**src/rtl/pipe_merge_arbiter.sv**
```systemverilog
// Purpose: merges pipeline 1/2 result streams onto one sink port; drives global_stall for producer and pipelines.
// Latency: an item accepted at edge N appears on sink_* after edge N (one register stage, no buffering).
// Backpressure: global_stall asserts on a dual-pipe conflict or a busy sink; the losing item is held upstream.
module pipe_merge_arbiter #(
    parameter int DATA_W = 32,
    parameter int CNT_W  = 16
) (
    input  logic              clk,
    input  logic              reset,
    input  logic [DATA_W-1:0] p1_data,
    input  logic              p1_valid,
    input  logic              p1_flush,
    input  logic [DATA_W-1:0] p2_data,
    input  logic              p2_valid,
    input  logic              p2_flush,
    input  logic              sink_ready,
    output logic              sink_valid,
    output logic [DATA_W-1:0] sink_data,
    output logic              sink_flush,
    output logic              sink_src,
    output logic              global_stall,
    output logic [CNT_W-1:0]  stall_cycles,
    output logic [CNT_W-1:0]  conflict_cnt
);

    typedef enum logic {
        ARB    = 1'b0,
        SECOND = 1'b1
    } state_t;

    localparam logic [CNT_W-1:0] CNT_ONE = {{(CNT_W-1){1'b0}}, 1'b1};
    localparam logic [CNT_W-1:0] CNT_MAX = {CNT_W{1'b1}};

    state_t             state_q, state_d;
    logic               rr_pri_q, rr_pri_d;
    logic               sink_valid_q, sink_valid_d;
    logic [DATA_W-1:0]  sink_data_q, sink_data_d;
    logic               sink_flush_q, sink_flush_d;
    logic               sink_src_q, sink_src_d;
    logic [CNT_W-1:0]   stall_cycles_q, stall_cycles_d;
    logic [CNT_W-1:0]   conflict_cnt_q, conflict_cnt_d;

    logic               cand1;
    logic               cand2;
    logic               slot_free;
    logic               load_en;
    logic               load_sel;
    logic               stall;
    logic               conflict;

    // Arbitration: pick which pipeline (if any) loads the sink slot and whether the world must freeze.
    always_comb begin
        state_d        = state_q;
        rr_pri_d       = rr_pri_q;
        sink_valid_d   = sink_valid_q;
        sink_data_d    = sink_data_q;
        sink_flush_d   = sink_flush_q;
        sink_src_d     = sink_src_q;
        stall_cycles_d = stall_cycles_q;
        conflict_cnt_d = conflict_cnt_q;
        load_en        = 1'b0;
        load_sel       = 1'b0;
        stall          = 1'b0;
        conflict       = 1'b0;

        // A flush marker is an item in its own right, even without valid.
        cand1     = p1_valid | p1_flush;
        cand2     = p2_valid | p2_flush;
        slot_free = ~sink_valid_q | sink_ready;

        case (state_q)
            ARB: begin
                if (cand1 && cand2) begin
                    stall = 1'b1;
                    if (slot_free) begin
                        load_en  = 1'b1;
                        load_sel = rr_pri_q;
                        conflict = 1'b1;
                        state_d  = SECOND;
                    end
                end else if (cand1 || cand2) begin
                    if (slot_free) begin
                        load_en  = 1'b1;
                        load_sel = cand2;
                    end else begin
                        stall = 1'b1;
                    end
                end
            end
            SECOND: begin
                // The winner's inputs are still frozen on its port; only the loser matters here.
                if (slot_free) begin
                    load_en  = 1'b1;
                    load_sel = ~rr_pri_q;
                    rr_pri_d = ~rr_pri_q;
                    state_d  = ARB;
                end else begin
                    stall = 1'b1;
                end
            end
            default: begin
                state_d = ARB;
            end
        endcase

        if (load_en) begin
            sink_valid_d = 1'b1;
            sink_data_d  = load_sel ? p2_data  : p1_data;
            sink_flush_d = load_sel ? p2_flush : p1_flush;
            sink_src_d   = load_sel;
        end else if (sink_valid_q && sink_ready) begin
            sink_valid_d = 1'b0;
        end

        if (stall && (stall_cycles_q != CNT_MAX)) begin
            stall_cycles_d = stall_cycles_q + CNT_ONE;
        end
        if (conflict && (conflict_cnt_q != CNT_MAX)) begin
            conflict_cnt_d = conflict_cnt_q + CNT_ONE;
        end
    end

    // State, sink register and statistics; reset drops any loser pending in SECOND.
    always_ff @(posedge clk or posedge reset) begin
        if (reset) begin
            state_q        <= ARB;
            rr_pri_q       <= 1'b0;
            sink_valid_q   <= 1'b0;
            sink_data_q    <= '0;
            sink_flush_q   <= 1'b0;
            sink_src_q     <= 1'b0;
            stall_cycles_q <= '0;
            conflict_cnt_q <= '0;
        end else begin
            state_q        <= state_d;
            rr_pri_q       <= rr_pri_d;
            sink_valid_q   <= sink_valid_d;
            sink_data_q    <= sink_data_d;
            sink_flush_q   <= sink_flush_d;
            sink_src_q     <= sink_src_d;
            stall_cycles_q <= stall_cycles_d;
            conflict_cnt_q <= conflict_cnt_d;
        end
    end

    assign sink_valid   = sink_valid_q;
    assign sink_data    = sink_data_q;
    assign sink_flush   = sink_flush_q;
    assign sink_src     = sink_src_q;
    assign stall_cycles = stall_cycles_q;
    assign conflict_cnt = conflict_cnt_q;
    // Stall must never freeze the pipelines while the block itself is held in reset.
    assign global_stall = stall & ~reset;

endmodule
```
**config.mk**
```make
export PLATFORM = sky130hd
export DESIGN_NAME = pipe_merge_arbiter
export DESIGN_NICKNAME = d
export VERILOG_FILES = /design/src/rtl/pipe_merge_arbiter.sv
export SDC_FILE = /design/constraint.sdc
export NUM_CORES = 1
export LEC_CHECK = 0
export CAP_MARGIN = 25
export CORE_ASPECT_RATIO = 0.5
export CORE_MARGIN = 8
export CORE_UTILIZATION = 42
export CTS_CLUSTER_DIAMETER = 200
export DETAILED_ROUTE_END_ITERATION = 7
export GPL_ROUTABILITY_DRIVEN = 0
export HOLD_SLACK_MARGIN = 0.03
export PLACE_DENSITY = 0.85
export SLEW_MARGIN = 10
export SYNTH_ARGS = -nofsm -noshare
export SYNTH_HDL_FRONTEND = slang
export SYNTH_SLANG_ARGS = --single-unit
```
**constraint.sdc**
```tcl
create_clock -name clk -period 2.7 [get_ports clk]
set_input_delay 0.54 -clock clk [delete_from_list [all_inputs] [get_ports clk]]
set_output_delay 0.54 -clock clk [all_outputs]
set_load 0.02 [all_outputs]
```
# After elaboration in Yosys (flattened, before gate mapping)

Cells that the tools add are included.

Add/subtract/negate cells: 2
Equal/unequal tests: 2
Multiplexer cells: 21
Bitwise gates (word level): 8
Reductions and logical operators: 7

Operators by type and width:

| kind                                                            | number |
|---|---|
| 16-bit by 1-bit adder with 16-bit output, second input constant | 2 |
| 32-bit two-way mux                                              | 1 |
| 16-bit != test, second input constant                           | 2 |
| 1-bit two-way mux                                               | 16 |
| 1-bit one-hot mux with 2 select lines                           | 4 |
| 1-bit logical AND                                               | 4 |
| 1-bit NOT                                                       | 4 |
| 1-bit OR                                                        | 3 |
| 2-bit AND reduction                                             | 1 |
| 2-bit nonzero test                                              | 1 |
| 1-bit bitwise AND                                               | 1 |
| 1-bit logical OR                                                | 1 |

Bits in registers: 69
Input bits: 71
Output and inout bits: 68

# Depth between registers and ports, before layout

Gate-level depths: netlist of run 1.

Word-level depth: 7
Gate-level depth with buffers: 7
Gate-level depth less buffers: 6

# Worst setup path before layout of run 1

No wires, ideal clock.

Path type: reg-to-reg
From: register stall_cycles_q[0], in the netlist stall_cycles[0]
To: register stall_cycles_q[1], in the netlist stall_cycles[1]
Arrival time: 1.847 ns
Required time: 2.572 ns
Setup slack: 0.726 ns
Stages on the path, launching flop included: 7
Cells stage by stage: dfrtp_1 -> ha_1 -> nand4_1 -> or4_4 -> nand3_2 -> buf_6 -> mux2_1

Word-level cells in the longest chain between the ends: 2

RTL lines:

| what                                                                                             | line | source |
|---|---|---|
| from (decl)                                                                                      | 40   | `logic [CNT_W-1:0] stall_cycles_q, stall_cycles_d;` |
| from (signal assigned)                                                                           | 141  | `stall_cycles_q <= stall_cycles_d;` |
| parallel branches: the longest is 2 deep, another holds 16-bit by 1-bit adder with 16-bit output | n/a  |  |

Several ways; the timed one is not identified.
A chain may end at the register's enable or synchronous reset.

# Worst setup path in the final report of run 1

From: input p2_valid
To: output global_stall

Word-level cells in the longest chain between the ends: 6

RTL lines:

| what                                      | line | source |
|---|---|---|
| from (decl)                               | 14   | `input logic p2_valid,` |
| 1-bit OR (*)                              | 68   | `cand2 = p2_valid \| p2_flush;` |
| 1-bit logical OR                          | 81   | `end else if (cand1 \|\| cand2) begin` |
| 1-bit two-way mux                         | 81   |  |
| 1-bit two-way mux (*)                     | 73   | `if (cand1 && cand2) begin` |
| 1-bit one-hot mux with 2 select lines (*) | 71   | `case (state_q)` |
| 1-bit bitwise AND (*)                     | 153  | `assign global_stall = stall & ~reset;` |
| to (decl)                                 | 21   | `output logic global_stall,` |

Mark *: on every way between the ends. The rest lies on a longest branch, timed or not.

==> reports/metrics.yaml, run 1 <==
cts_tree: "built"
antenna_found_initial: 0
die_h_um: 77.9
numCtsBuffers: 9
rows: 22
synthesis.area_um2: 3210
cts_setup_buffers: 0
cp.required_ns: 2.16
hp-class: "reg -> reg"
path_max_fanout: 3
power_density_nw_per_um2: 834
power_mw: 4.30
cts_num_sinks: 69
finalHoldViolCount: 0
num_antenna_cells: 0
dp_cells: 575
drive_above_1_share_pct: 8.89
drc: 0
start_kind: "input pin"
firstDrtPassIters: 4
core_um2: 7380
htreeDepth: 3
p_leak_nw: 2.23
clockBufferDepth: 2
crit_buf_inv: 2
multi_input_area_um2: 1400
setup_viol: 0
setup_tns_ns: 0
synthFlopType: "dfrtp_1"
synthTopCellsByArea: "dfrtp_1 54%, nand2_1 9.2%, a31oi_1 6.6%"
netlist-cell-type-count: 37
grt_pass1_vias: 3152
wire_per_inst_um: 16.5
root_buffer: "clkbuf_16"
synthCells: 342
clkTransAtPathRegs_ns: 0.05
vias: 3017
regArea_um2: 1730
drt_iter0_drc: 212
synthTopCellsByCount: "79 x nand2_1, 69 x dfrtp_1, 42 x nor2_1"
final_nets: 563
overflow: 0
final_max_slew_viol_count: 0
end_kind: "output port"
synth_top_area_share_pct: 53.7
crit_chain: "clkdlybuf4s50_1 > nor2_1 > o21ai_0 > nand2_1 > nor2_1 > dlygate4sd2_1"
fmax_mhz: 413
yosysWarnings: 0
ant_nets: 0
fill_cells: 555
synth_most_common_cell: "nand2_1"
dp_hpwl_um: 7080
ios: 139
holdWs_ns: 0.493
grt.total_usage_pct: 18.5
outcome: "complete, no violations"
clkLatencyLatePin_ns: 0.33
worst_path_largest_cell_delay_ns: 0.50
routed_wl_um: 9740
syn_nets: 415
viasPerCell: 5.10
syn_area_per_cell_um2: 9.40
ir_drop_uv: 416
worst_pin_slew_ns: 0.460
initial_core_util_pct: 43.6
yosysSeqAreaShare_pct: 53.7
rsz0062_at_grt: "false"
critPathArrivalTime_ns: 1.88
area_delta_synth_final_pct: 60.5
ys_ff_latch: 69
final_cells: 591
yosys.area.top_type: "dfrtp_1"
dieWidth_um: 140
die_area_um2: 10900
portBuffers: 138
drv_cap: 0
min_period_ns: 2.42
crit_slowest_cell: "clkdlybuf4s50_1"
crit_family: "buffers and inverters"
worstSetupPathType: "in -> out"
grt_pass1_wl_um: 16200
cpMostUsedCell: "nor2_1"
slew-limit-headroom_pct: 69.3
synth_enable_flop_cells: 0
ys_async_sr_fraction_pct: 100
final_util_pct: 69.9
skew_ns: 0.00621
fin_crit_sh_pct: 89.7
grt_start_max_net_pins: 70
==> power by group <==
group          total (mW)  internal [mW]  switching, mW
Clock                1.44          0.992          0.443
Sequential           1.47           1.25          0.217
Combinational        1.40          0.674          0.723
==> layout make-up <==
type | instances | share of cell area, %
Tap cell | 96 | 2.33
Inverter | 6 | 0.437
Clock buffer | 9 | 4.37
Clock inverter | 7 | 2.67
Sequential cell | 69 | 33.5
Timing Repair Buffer | 152 | 29.5
Multi-Input combinational cell | 252 | 27.2
==> per-stage QoR <==
stage / setup slack (ns) / cell area, um^2
floorplan: 0.420 / 3210
finish: 0.278 / 5160
detailed placement: -0.0241 / 4800
global placement: -0.00869 / 4800
CTS: 0.253 / 5160
global route: 0.160 / 5160
==> worst register-to-register path, delay by kind of cell, from the launching register on <==
kind | cells | cell delay [ns]
fa+ha+maj | 1 | 0.23
flops | 1 | 0.43
mux | 1 | 0.35
simple gates | 3 | 0.92
==> layer usage <==
| metal | vias to the layer above | share of wire [%] | track usage [%] |
|---|---|---|---|
| met5 | - | 0 | 0 |
| met4 | 0 | 2.4 | 8.16 |
| met3 | 21 | 4.6 | 5.56 |
| met2 | 71 | 54 | 33.4 |
| met1 | 1448 | 39 | 19.9 |
| li1 | 1477 | - | - |
==> path summary, 6_finish.rpt <==
check | from | to | slack [ns] | cells past startpoint
min | stall_cycles[12]$_DFFE_PP0P_ | stall_cycles[12]$_DFFE_PP0P_ | 0.49 | 1
max in group asynchronous | reset | sink_data[7]$_DFFE_PP0P_ | 1.75 | 3
max reg2reg | stall_cycles[0]$_DFFE_PP0P_ | stall_cycles[1]$_DFFE_PP0P_ | 0.66 | 5
max | p2_valid | global_stall | 0.28 | 6
min in group asynchronous | reset | conflict_cnt[2]$_DFFE_PP0P_ | 0.68 | 3
min reg2reg | stall_cycles[12]$_DFFE_PP0P_ | stall_cycles[12]$_DFFE_PP0P_ | 0.49 | 1
==> repair_timing <==
item | CTS | global route
hold buffers | 0 | 0
gates resized for setup | 1 | 0
setup endpoints to repair | 1 | 0
==> flip-flops by register name, summed over array words and instances (netlist names) <==
name,cells
sink_flush,1
sink_src,1
sink_valid,1
conflict_cnt,16
state_q,1
stall_cycles,16
sink_data,32
rr_pri_q,1
==> cell usage in the layout (no fill, tap or decap), types with 5 or more instances in the layout <==
cell / instances
xnor2_1: 12
inv_1: 5
dfrtp_1: 69
nand2_1: 79
nor2_1: 42
nand3_1: 10
buf_4: 11
nand4_1: 10
nor3_1: 12
clkbuf_16: 9
a31oi_1: 34
xor2_1: 15
clkdlybuf4s50_1: 137
==> logic make-up after synthesis <==
kind of cell | synth area share, %
simple gates | 24.2
flops | 53.7
compound gates | 9.54
xor+xnor | 7.36
buf+inv | 3.00
mux | 1.40
fa+ha+maj | 0.778
(Power assumes the default switching activity.)
==> run 2, diff against run 1 <==
--- a/config.mk
+++ b/config.mk
@@ -12,7 +12,6 @@
 export CTS_CLUSTER_DIAMETER = 200
 export DETAILED_ROUTE_END_ITERATION = 7
 export GPL_ROUTABILITY_DRIVEN = 0
-export HOLD_SLACK_MARGIN = 0.03
 export PLACE_DENSITY = 0.85
 export SLEW_MARGIN = 10
 export SYNTH_ARGS = -nofsm -noshare
==> results of run 2 <==
Same layout as run 1: the final DEF is identical, and so are final timing and power.
==> run 3, diff against run 2 <==
--- a/config.mk
+++ b/config.mk
@@ -13,7 +13,7 @@
 export DETAILED_ROUTE_END_ITERATION = 7
 export GPL_ROUTABILITY_DRIVEN = 0
 export PLACE_DENSITY = 0.85
-export SLEW_MARGIN = 10
+export SLEW_MARGIN = 20
 export SYNTH_ARGS = -nofsm -noshare
 export SYNTH_HDL_FRONTEND = slang
 export SYNTH_SLANG_ARGS = --single-unit
==> results of run 3 <==
Same layout as run 1: the final DEF is identical, and so are final timing and power.
